===== src/rtl/uart_cmd_parser.sv =====
// uart_cmd_parser
// Decodes single-byte commands from a UART receiver and issues a one-byte
// response ('K' on success, '?' on rejection or timeout) to the transmitter.
//
//   r/R -> cmd_run pulse     c/C -> cmd_clear pulse     m/M -> cmd_mode pulse
//   s/S <hex><hex>           -> set_value update with set_valid strobe
//
// Ports
//   clk        system clock, rising edge
//   rst        asynchronous active-high reset
//   rx_data    received byte, valid while rx_done=1
//   rx_done    one-cycle receive strobe
//   tx_busy    transmitter busy
//   tx_data    response byte (held until the next response)
//   tx_start   one-cycle transmit request
//   cmd_run    one-cycle run pulse
//   cmd_clear  one-cycle clear pulse
//   cmd_mode   one-cycle mode-toggle pulse
//   set_value  last accepted set value
//   set_valid  one-cycle strobe when set_value updates
//   err        one-cycle strobe on rejected byte or timeout
//
// state  | meaning
// IDLE   | waiting for a command byte
// HEX_HI | set command seen, waiting for the high hex digit
// HEX_LO | high nibble stored, waiting for the low hex digit
module uart_cmd_parser #(
    parameter int TIMEOUT_CYC = 100_000_000
) (
    input  logic       clk,
    input  logic       rst,
    input  logic [7:0] rx_data,
    input  logic       rx_done,
    input  logic       tx_busy,
    output logic [7:0] tx_data,
    output logic       tx_start,
    output logic       cmd_run,
    output logic       cmd_clear,
    output logic       cmd_mode,
    output logic [7:0] set_value,
    output logic       set_valid,
    output logic       err
);

    localparam int          CW      = (TIMEOUT_CYC > 2) ? $clog2(TIMEOUT_CYC) : 1;
    // The counter "reaches" TIMEOUT_CYC-1 on the edge where it would step
    // from TIMEOUT_CYC-2, so the abort is registered on that same edge.
    localparam logic [CW-1:0] CNT_LAST = CW'(TIMEOUT_CYC - 2);
    localparam logic [7:0]  CH_OK   = 8'h4B;
    localparam logic [7:0]  CH_BAD  = 8'h3F;

    typedef enum logic [1:0] {IDLE, HEX_HI, HEX_LO} state_t;

    state_t        state, state_nxt;
    logic [CW-1:0] cnt, cnt_nxt;
    logic [3:0]    hi_nib, hi_nib_nxt;
    logic          resp_pending;
    logic [7:0]    resp_char;
    logic          q_en;
    logic [7:0]    q_char;
    logic          run_nxt, clear_nxt, mode_nxt, setv_nxt, err_nxt;
    logic [7:0]    set_value_nxt;
    logic          is_hex;
    logic [3:0]    nib;

    always_comb begin
        is_hex = 1'b1;
        nib    = 4'h0;
        if (rx_data >= 8'h30 && rx_data <= 8'h39)
            nib = rx_data[3:0];
        else if ((rx_data >= 8'h41 && rx_data <= 8'h46) ||
                 (rx_data >= 8'h61 && rx_data <= 8'h66))
            nib = rx_data[3:0] + 4'd9;
        else
            is_hex = 1'b0;
    end

    always_comb begin
        state_nxt     = state;
        cnt_nxt       = cnt;
        hi_nib_nxt    = hi_nib;
        set_value_nxt = set_value;
        q_en          = 1'b0;
        q_char        = CH_OK;
        run_nxt       = 1'b0;
        clear_nxt     = 1'b0;
        mode_nxt      = 1'b0;
        setv_nxt      = 1'b0;
        err_nxt       = 1'b0;
        case (state)
            IDLE: begin
                if (rx_done) begin
                    case (rx_data)
                        8'h72, 8'h52: begin run_nxt   = 1'b1; q_en = 1'b1; end
                        8'h63, 8'h43: begin clear_nxt = 1'b1; q_en = 1'b1; end
                        8'h6D, 8'h4D: begin mode_nxt  = 1'b1; q_en = 1'b1; end
                        8'h73, 8'h53: begin
                            state_nxt = HEX_HI;
                            cnt_nxt   = '0;
                        end
                        default: begin
                            err_nxt = 1'b1;
                            q_en    = 1'b1;
                            q_char  = CH_BAD;
                        end
                    endcase
                end
            end
            HEX_HI, HEX_LO: begin
                if (rx_done) begin
                    cnt_nxt = '0;
                    if (!is_hex) begin
                        err_nxt   = 1'b1;
                        q_en      = 1'b1;
                        q_char    = CH_BAD;
                        state_nxt = IDLE;
                    end else if (state == HEX_HI) begin
                        hi_nib_nxt = nib;
                        state_nxt  = HEX_LO;
                    end else begin
                        set_value_nxt = {hi_nib, nib};
                        setv_nxt      = 1'b1;
                        q_en          = 1'b1;
                        state_nxt     = IDLE;
                    end
                end else if (cnt == CNT_LAST) begin
                    err_nxt   = 1'b1;
                    q_en      = 1'b1;
                    q_char    = CH_BAD;
                    cnt_nxt   = '0;
                    state_nxt = IDLE;
                end else begin
                    cnt_nxt = cnt + CW'(1);
                end
            end
            default: state_nxt = IDLE;
        endcase
    end

    always_ff @(posedge clk or posedge rst) begin
        if (rst) begin
            state        <= IDLE;
            cnt          <= '0;
            hi_nib       <= 4'h0;
            resp_pending <= 1'b0;
            resp_char    <= 8'h00;
            tx_data      <= 8'h00;
            tx_start     <= 1'b0;
            cmd_run      <= 1'b0;
            cmd_clear    <= 1'b0;
            cmd_mode     <= 1'b0;
            set_value    <= 8'h00;
            set_valid    <= 1'b0;
            err          <= 1'b0;
        end else begin
            state     <= state_nxt;
            cnt       <= cnt_nxt;
            hi_nib    <= hi_nib_nxt;
            set_value <= set_value_nxt;
            cmd_run   <= run_nxt;
            cmd_clear <= clear_nxt;
            cmd_mode  <= mode_nxt;
            set_valid <= setv_nxt;
            err       <= err_nxt;
            tx_start  <= 1'b0;
            if (resp_pending && !tx_busy) begin
                tx_data      <= resp_char;
                tx_start     <= 1'b1;
                resp_pending <= 1'b0;
            end
            // A newly queued response replaces whatever is waiting.
            if (q_en) begin
                resp_pending <= 1'b1;
                resp_char    <= q_char;
            end
        end
    end

endmodule


===== config.mk =====
export PLATFORM = sky130hd
export DESIGN_NAME = uart_cmd_parser
export DESIGN_NICKNAME = d
export VERILOG_FILES = /design/src/rtl/uart_cmd_parser.sv
export SDC_FILE = /design/constraint.sdc
export NUM_CORES = 1
export LEC_CHECK = 0
export ABC_CLOCK_PERIOD_IN_PS = 5450
export CAP_MARGIN = 20
export CORE_MARGIN = 5
export CORE_UTILIZATION = 50
export DETAILED_ROUTE_END_ITERATION = 12
export PLACE_DENSITY = 0.72
export SLEW_MARGIN = 10
export SYNTH_ARGS = -nofsm -noshare
export SYNTH_HDL_FRONTEND = slang
export SYNTH_SLANG_ARGS = --single-unit
export TNS_END_PERCENT = 30

===== constraint.sdc =====
create_clock -name clk -period 5.45 [get_ports clk]
set_input_delay 0.8175 -clock clk [delete_from_list [all_inputs] [get_ports clk]]
set_output_delay 0.8175 -clock clk [all_outputs]
set_load 0.05 [all_outputs]

==> results.md, run 1 <==
* Layout area overhead at 14.64%
* Setup crit end kind: flop
* Yosys cell types at 54
* Max_slew headroom at about a third
* Ys Warns at 0
* Synth Cell Area at ~3000 um^2
* Seq/Total Area, Yosys at 45.69%
* Worst Tran Pin Value at roughly 1 ns
* CTS clk-pin slew, worst paths at approximately 0.1 ns
* Asr flop ratio synth at between 90% and 100%
* Total number of vias at roughly 2200
* Sink Count at 54
* Static Leak at around 1.4 nW
* Crit Path Class: primary input to flop
* Initial Utilization at between 50% and 60%
* Total gr overflow at 0
* Routed WL at around 5.9 mm
* Startpoint types: primary input
* Post CTS Setup Buffer Count at 0
* Initial antenna violation count at 0
* Share of layout cells above drive strength 1 at under 10%
* RSZ-0062 raised after global routing: no
* Post-DP Area at about 3300 um^2
* Max Fanout on Critical Path at 10
* First-pass GRT wire length at 10.47 mm
* Number of synthesized flops with an enable pin at 0
* Port Buffers at 32
* Post-synthesis register bit count at 54
* Vias in the first global route at roughly 2300
* CTS tree: yes
* Commonest cells post-synth: dfrtp_1, nor2_1, nand2_1, nand4_1
* CTS H-tree lvls at 2
* Setup_tns at 0 ns
* Synth Instances at approximately 290
* Nets@finish at 339
* Final Setup Violations at 0
* Minimum clock period at ~3.4 ns
* Core footprint at around 6000 um^2
* Worst Skew at approximately 0.0084 ns
* Num CTS Buffers at 5
* Max cap viols at 0
* Pwr Density at 344.4 nW/um^2
* Synthesized area per cell at slightly above 10 um^2
* Slew Limit Fails at 0
* Syn_nets at between 300 and 400
* Largest net degree at the start of global routing at 55
* Top cells by area, synth: dfrtp_1, mux2_2, ha_1
* RePlAce Congestion at between 0.8 and 0.9
* DRT iter0 DRCs at roughly 120
* Die footprint at 7554 um^2
* Count of final hold-check violations at 0
* Hold Crit Class: flop to flop
* Fin crit share at about three fifths
* N_diodes at 0
* Total global-route track usage at between 15 and 20%
* Status: finished, final reports clean
* Main flop type after synthesis: dfrtp_1
* WP data arrival at between 3 and 4 ns
* Count leader, synth: dfrtp_1
* Post-route cell area at around 3400 um^2
* Final ANT Viol Nets at 0
* Critical path required time at 5.65 ns
* Fmax achieved at approximately 300 MHz
* DRC at 0
* HPWL after DPL at about 4.2 mm
* Cts repair resizes at 0
* Pre-antenna DRT Iters at 4
* Max clock buf depth at 2
* CTS Hold Bufs at 0
* # rows at 28
* Chip width at 86.92 um
* Routed length per placed instance at around 15 um
* Post-synth top area cell: dfrtp_1
* Peak supply drop at 0.0002489 V
* Boundary Pins at 34
* Clock Latency Late Sink at a little over 0.3 ns
* Root Buffer: clkbuf_8
* Die Y at 86.92 um
* Synth top area share at 45.69%
* Number of vias per cell at 5.715
-- metal layers --
metal	wire length, um	vias to the layer above	global-route usage (%)
li1	-	1095	-
met1	2689	1097	22.20
met2	2929	42	28.64
met3	174	12	3.311
met4	129	0	6.657
met5	0	-	0
-- state kept, by name (all words and copies together), names as in the netlist --
name,flops
resp_char,3
tx_start,1
tx_data,3
hi_nib,4
resp_pending,1
cnt,27
set_valid,1
set_value,8
cmd_mode,1
err,1
cmd_clear,1
state,2
cmd_run,1
-- worst paths after layout --
check	end	slack (ns)	startpoint	cells past startpoint
hold / removal	resp_pending	0.48	resp_pending	1
hold reg to reg	resp_pending	0.48	resp_pending	1
setup / recovery	set_value[3]	2.09	rx_data[0]	8
max in group asynchronous	cnt[0]	4.01	rst	3
setup reg to reg	cnt[4]	2.81	state[1]	6
min in group asynchronous	set_value[4]	1.00	rst	3
-- cells in the final DEF, fill, tap and decap left out, types with 2 or more instances in the layout --
master           synthesis  final
nand2b_1                 4      4
or3_1                    2      2
nor4_1                   9      9
o21ai_0                  7      7
buf_4                    5      2
inv_1                   10      9
o22a_1                   2      2
o21bai_1                 3      3
nand3_1                 12     12
a21oi_1                  8      8
nand2_1                 25     25
clkbuf_8                 0      5
a32o_1                   2      2
or4_1                    2      2
ha_1                    10     10
and2_1                   4      4
clkdlybuf4s50_1          0     32
nand4_1                 14     14
or4b_1                   2      2
o22ai_1                  2      2
and4_1                   5      5
nor3_1                   5      5
xor2_1                  12     12
xnor2_1                 10     10
o31ai_1                  4      4
mux2_2                  12     12
nor2b_1                  2      2
a2bb2oi_1                2      2
nor2_1                  28     27
dfrtp_1                 54     54
o221ai_1                 2      2
-- power by group --
part	leakage (nW)	total (W)	switching, W	internal (W)
clock	0.0447	0.000233	0.000140	0.0000931
sequential	0.717	0.000499	0.0000404	0.000458
combinational	0.640	0.000436	0.000280	0.000156
total	1.40	0.00117	0.000460	0.000708
-- layout make-up --
cell class / instances / area, um^2
Fill cell: 506 / 2460
Multi-Input combinational cell: 212 / 1479
Sequential cell: 54 / 1351
Timing Repair Buffer: 34 / 335.3
Tap cell: 75 / 93.84
Clock buffer: 5 / 68.82
Inverter: 10 / 37.54
Clock inverter: 3 / 25.02
-- per-stage QoR --
stage          total power, W  utilization (%)  cells  setup slack, ns  hold WS [ns]
4_1_cts              0.001178            57.96    393            2.080        0.4775
3_5_place_dp        0.0009441            56.35    385            1.737        0.4520
2_1_floorplan       0.0008279                -    291            2.678        0.4334
5_1_grt              0.001240            57.96    393            1.941        0.5100
6_report             0.001168            57.96    393            2.091        0.4788
3_3_place_gp        0.0009412            56.35    385            1.759        0.4506
-- worst max-delay path, cell delays in order --
cell	delay, ns
clkdlybuf4s50_1	0.55
inv_1	0.17
ha_1	0.19
o21bai_1	0.10
a2111oi_4	0.62
a21oi_1	0.25
nor3_4	0.48
mux2_2	0.39
-- cells by family after synthesis --
| group | Yosys count | synth area share (%) |
|---|---|---|
| compound gates | 44 | 11.89 |
| fa+ha+maj | 10 | 4.230 |
| simple gates | 122 | 22.25 |
| flops | 54 | 45.69 |
| buf+inv | 25 | 4.399 |
| mux | 13 | 4.907 |
| other cells | 1 | 0.1268 |
| xor+xnor | 22 | 6.514 |
Note: power is estimated with default switching activity, not from simulation.
==> run 2: changes to the inputs <==
ABC_CLOCK_PERIOD_IN_PS = 2800   (was 5450)
PLACE_DENSITY = 0.75   (was 0.72)
clock period = 2.8 ns   (was 5.45 ns; I/O delays follow)
==> run 2 against run 1 <==
Effect of this change:
- wire length grew 3.2%
- highest routed layer unchanged
- clock skew is essentially flat
- hold slack got worse by 0.048 ns
- clock power increased to 2.6 times the previous value
- clock-buffer cell count did not move
- global-route usage grew 0.083 points
- largest cell class unchanged
- cell count rose by 4.1%
==> results.md, run 2 (same netlist as run 1, synthesis figures left out) <==
* Total number of vias at approximately 2300
* RePlAce Congestion at 0.8492
* Setup_tns at 0 ns
* Worst Reg-to-Reg Cells at 7
* CTS H-tree lvls at 2
* Worst Tran Pin Value at between 0.5 and 0.6 ns
* Nets@finish at 355
* Pre-antenna DRT Iters at 4
* WHS at about 0.43 ns
* Routed WL at ~6 mm
* Fmax achieved at 402.3 MHz
* DRC at 0
* Layout area overhead at 20.94%
* Sequential share of power at 39.1%
* Vias in the first global route at between 2000 and 2500
* Sink Count at between 50 and 60
* Fin crit share at 88.79%
* Core footprint at slightly below 6000 um^2
* Die Y at 86.92 um
* Max clock buf depth at 2
* Total global-route track usage at between 10% and 20%
* Logic gate share of total power at between 30% and 40%
* Port Buffers at 32
* First-pass GRT wire length at approximately 11 mm
* Pint at ~0.0016 W
* Final ANT Viol Nets at 0
* Clock Latency Late Sink at a little over 0.3 ns
* Root Buffer: clkbuf_8
* Num CTS Buffers at 5
* Chip width at between 80 and 90 um
* Total gr overflow at 0
* Slew Limit Fails at 0
* Pwr Density at around 700 nW/um^2
* Layout fillers at 485
* Number of vias per cell at roughly 5.5
* Initial Utilization at just over 50%
* CTS clk-pin slew, worst paths at roughly 0.10 ns
* Most common cell after layout, fill and taps aside: dfrtp_1
* Worst Skew at just over 0.008 ns
* Cts repair resizes at 0
* Top reg by flops: cnt
* Routed length per placed instance at between 10 and 15 um
* Commonest cells after routing, fill and taps aside: dfrtp_1, clkdlybuf4s50_1, nor2_1, nand2_1, buf_4
* Boundary Pins at 34
* Hold Crit Class: primary input to asynchronous set/reset pin
* DRT iter0 DRCs at slightly above 100
* Crit Path Class: primary input to flop
* Die footprint at approximately 7600 um^2
* CTS tree: yes
* Flop2flop setup slack at around 0.49 ns
* Largest net degree at the start of global routing at 34
* Post CTS Setup Buffer Count at 0
* Startpoint types: primary input
* Clock power frac at about a quarter
* Max cap viols at 0
* Initial antenna violation count at 0
* HPWL after DPL at between 4 and 5 mm
* RSZ-0062 raised after global routing: no
* Worst r2r src: state[0]
* Final Worst Setup Slack at between 0.3 and 0.4 ns
* RR Endpoint: cnt[18]
* Max Fanout on Critical Path at 9
* Sw Ratio at 35.77%
* N_diodes at 0
* Place WS at -0.01292 ns
* Peak supply drop at about 0.00044 V
* Regs by FF count: cnt x27, set_value x8, hi_nib x4
* Largest register FFs at 27
* Setup crit end kind: flop
* Status: finished, final reports clean
* P_sw at 0.0008875 W
* # rows at 28
* WP data arrival at ~2.7 ns
* Critical path required time at between 2 and 3 ns
* Static Leak at between 1.5 and 2 nW
* Final Setup Violations at 0
* Minimum clock period at around 2.5 ns
* CTS Hold Bufs at 0
* Count of final hold-check violations at 0
* Share of layout cells above drive strength 1 at 13.47%
* Max_slew headroom at between 60% and 70%
## run 2: worst max-delay path by stage
stage          startpoint           end  slack, ns  cells after the start
2_1_floorplan  rx_data[1]  set_value[0]       0.43                      7
3_3_place_gp   rx_data[3]       cnt[18]       0.08                      6
3_5_place_dp   rx_data[1]  set_value[7]      -0.01                      8
4_1_cts        rx_data[1]  set_value[7]       0.31                      8
5_1_grt        rx_data[1]  set_value[7]       0.17                      8
6_report       rx_data[1]  set_value[7]       0.31                      8
## run 2: metrics by stage
| step | area [um^2] | utilization (%) | std cells | total power [W] |
|---|---|---|---|---|
| floorplan | 2958 | - | 291 | 0.001611 |
| global placement | 3440 | 58.79 | 401 | 0.001870 |
| detailed placement | 3440 | 58.79 | 401 | 0.001882 |
| CTS | 3577 | 61.14 | 409 | 0.002497 |
| global route | 3577 | 61.14 | 409 | 0.002620 |
| finish | 3577 | 61.14 | 409 | 0.002481 |
## run 2: metal layers
metal | track usage, % | vias up | wire [um]
met1 | 20.93 | 1084 | 2712
met5 | 0 | - | 0
met4 | 6.091 | 0 | 100
met3 | 3.690 | 10 | 177
met2 | 30.37 | 37 | 3122
li1 | - | 1132 | -
## run 2: power by group through the flow
| stage | Sequential [W] | Combinational (W) | Clock (W) |
|---|---|---|---|
| final | 0.000970 | 0.000894 | 0.000617 |
| after global routing | 0.000994 | 0.000968 | 0.000658 |
| after CTS | 0.000971 | 0.000899 | 0.000627 |
| after detailed placement | 0.000986 | 0.000896 | 0 |
| after global placement | 0.000982 | 0.000888 | 0 |
| after floorplan | 0.00113 | 0.000478 | 0 |
## run 2: worst max-delay path: stages
cell and delay (ns):
clkdlybuf4s50_1 0.41, inv_1 0.10, ha_1 0.20, o21bai_1 0.13, a2111oi_4 0.40, a21oi_1 0.17
nor3_4 0.44, mux2_2 0.39
## run 2: layout make-up
cell class / instances / area [um^2] / area share (%)
Clock inverter: 3 / 68.82 / 1.924
Tap cell: 75 / 93.84 / 2.623
Sequential cell: 54 / 1351 / 37.78
Clock buffer: 5 / 68.82 / 1.924
Timing Repair Buffer: 50 / 480.5 / 13.43
Inverter: 10 / 37.54 / 1.049
Multi-Input combinational cell: 212 / 1476 / 41.27
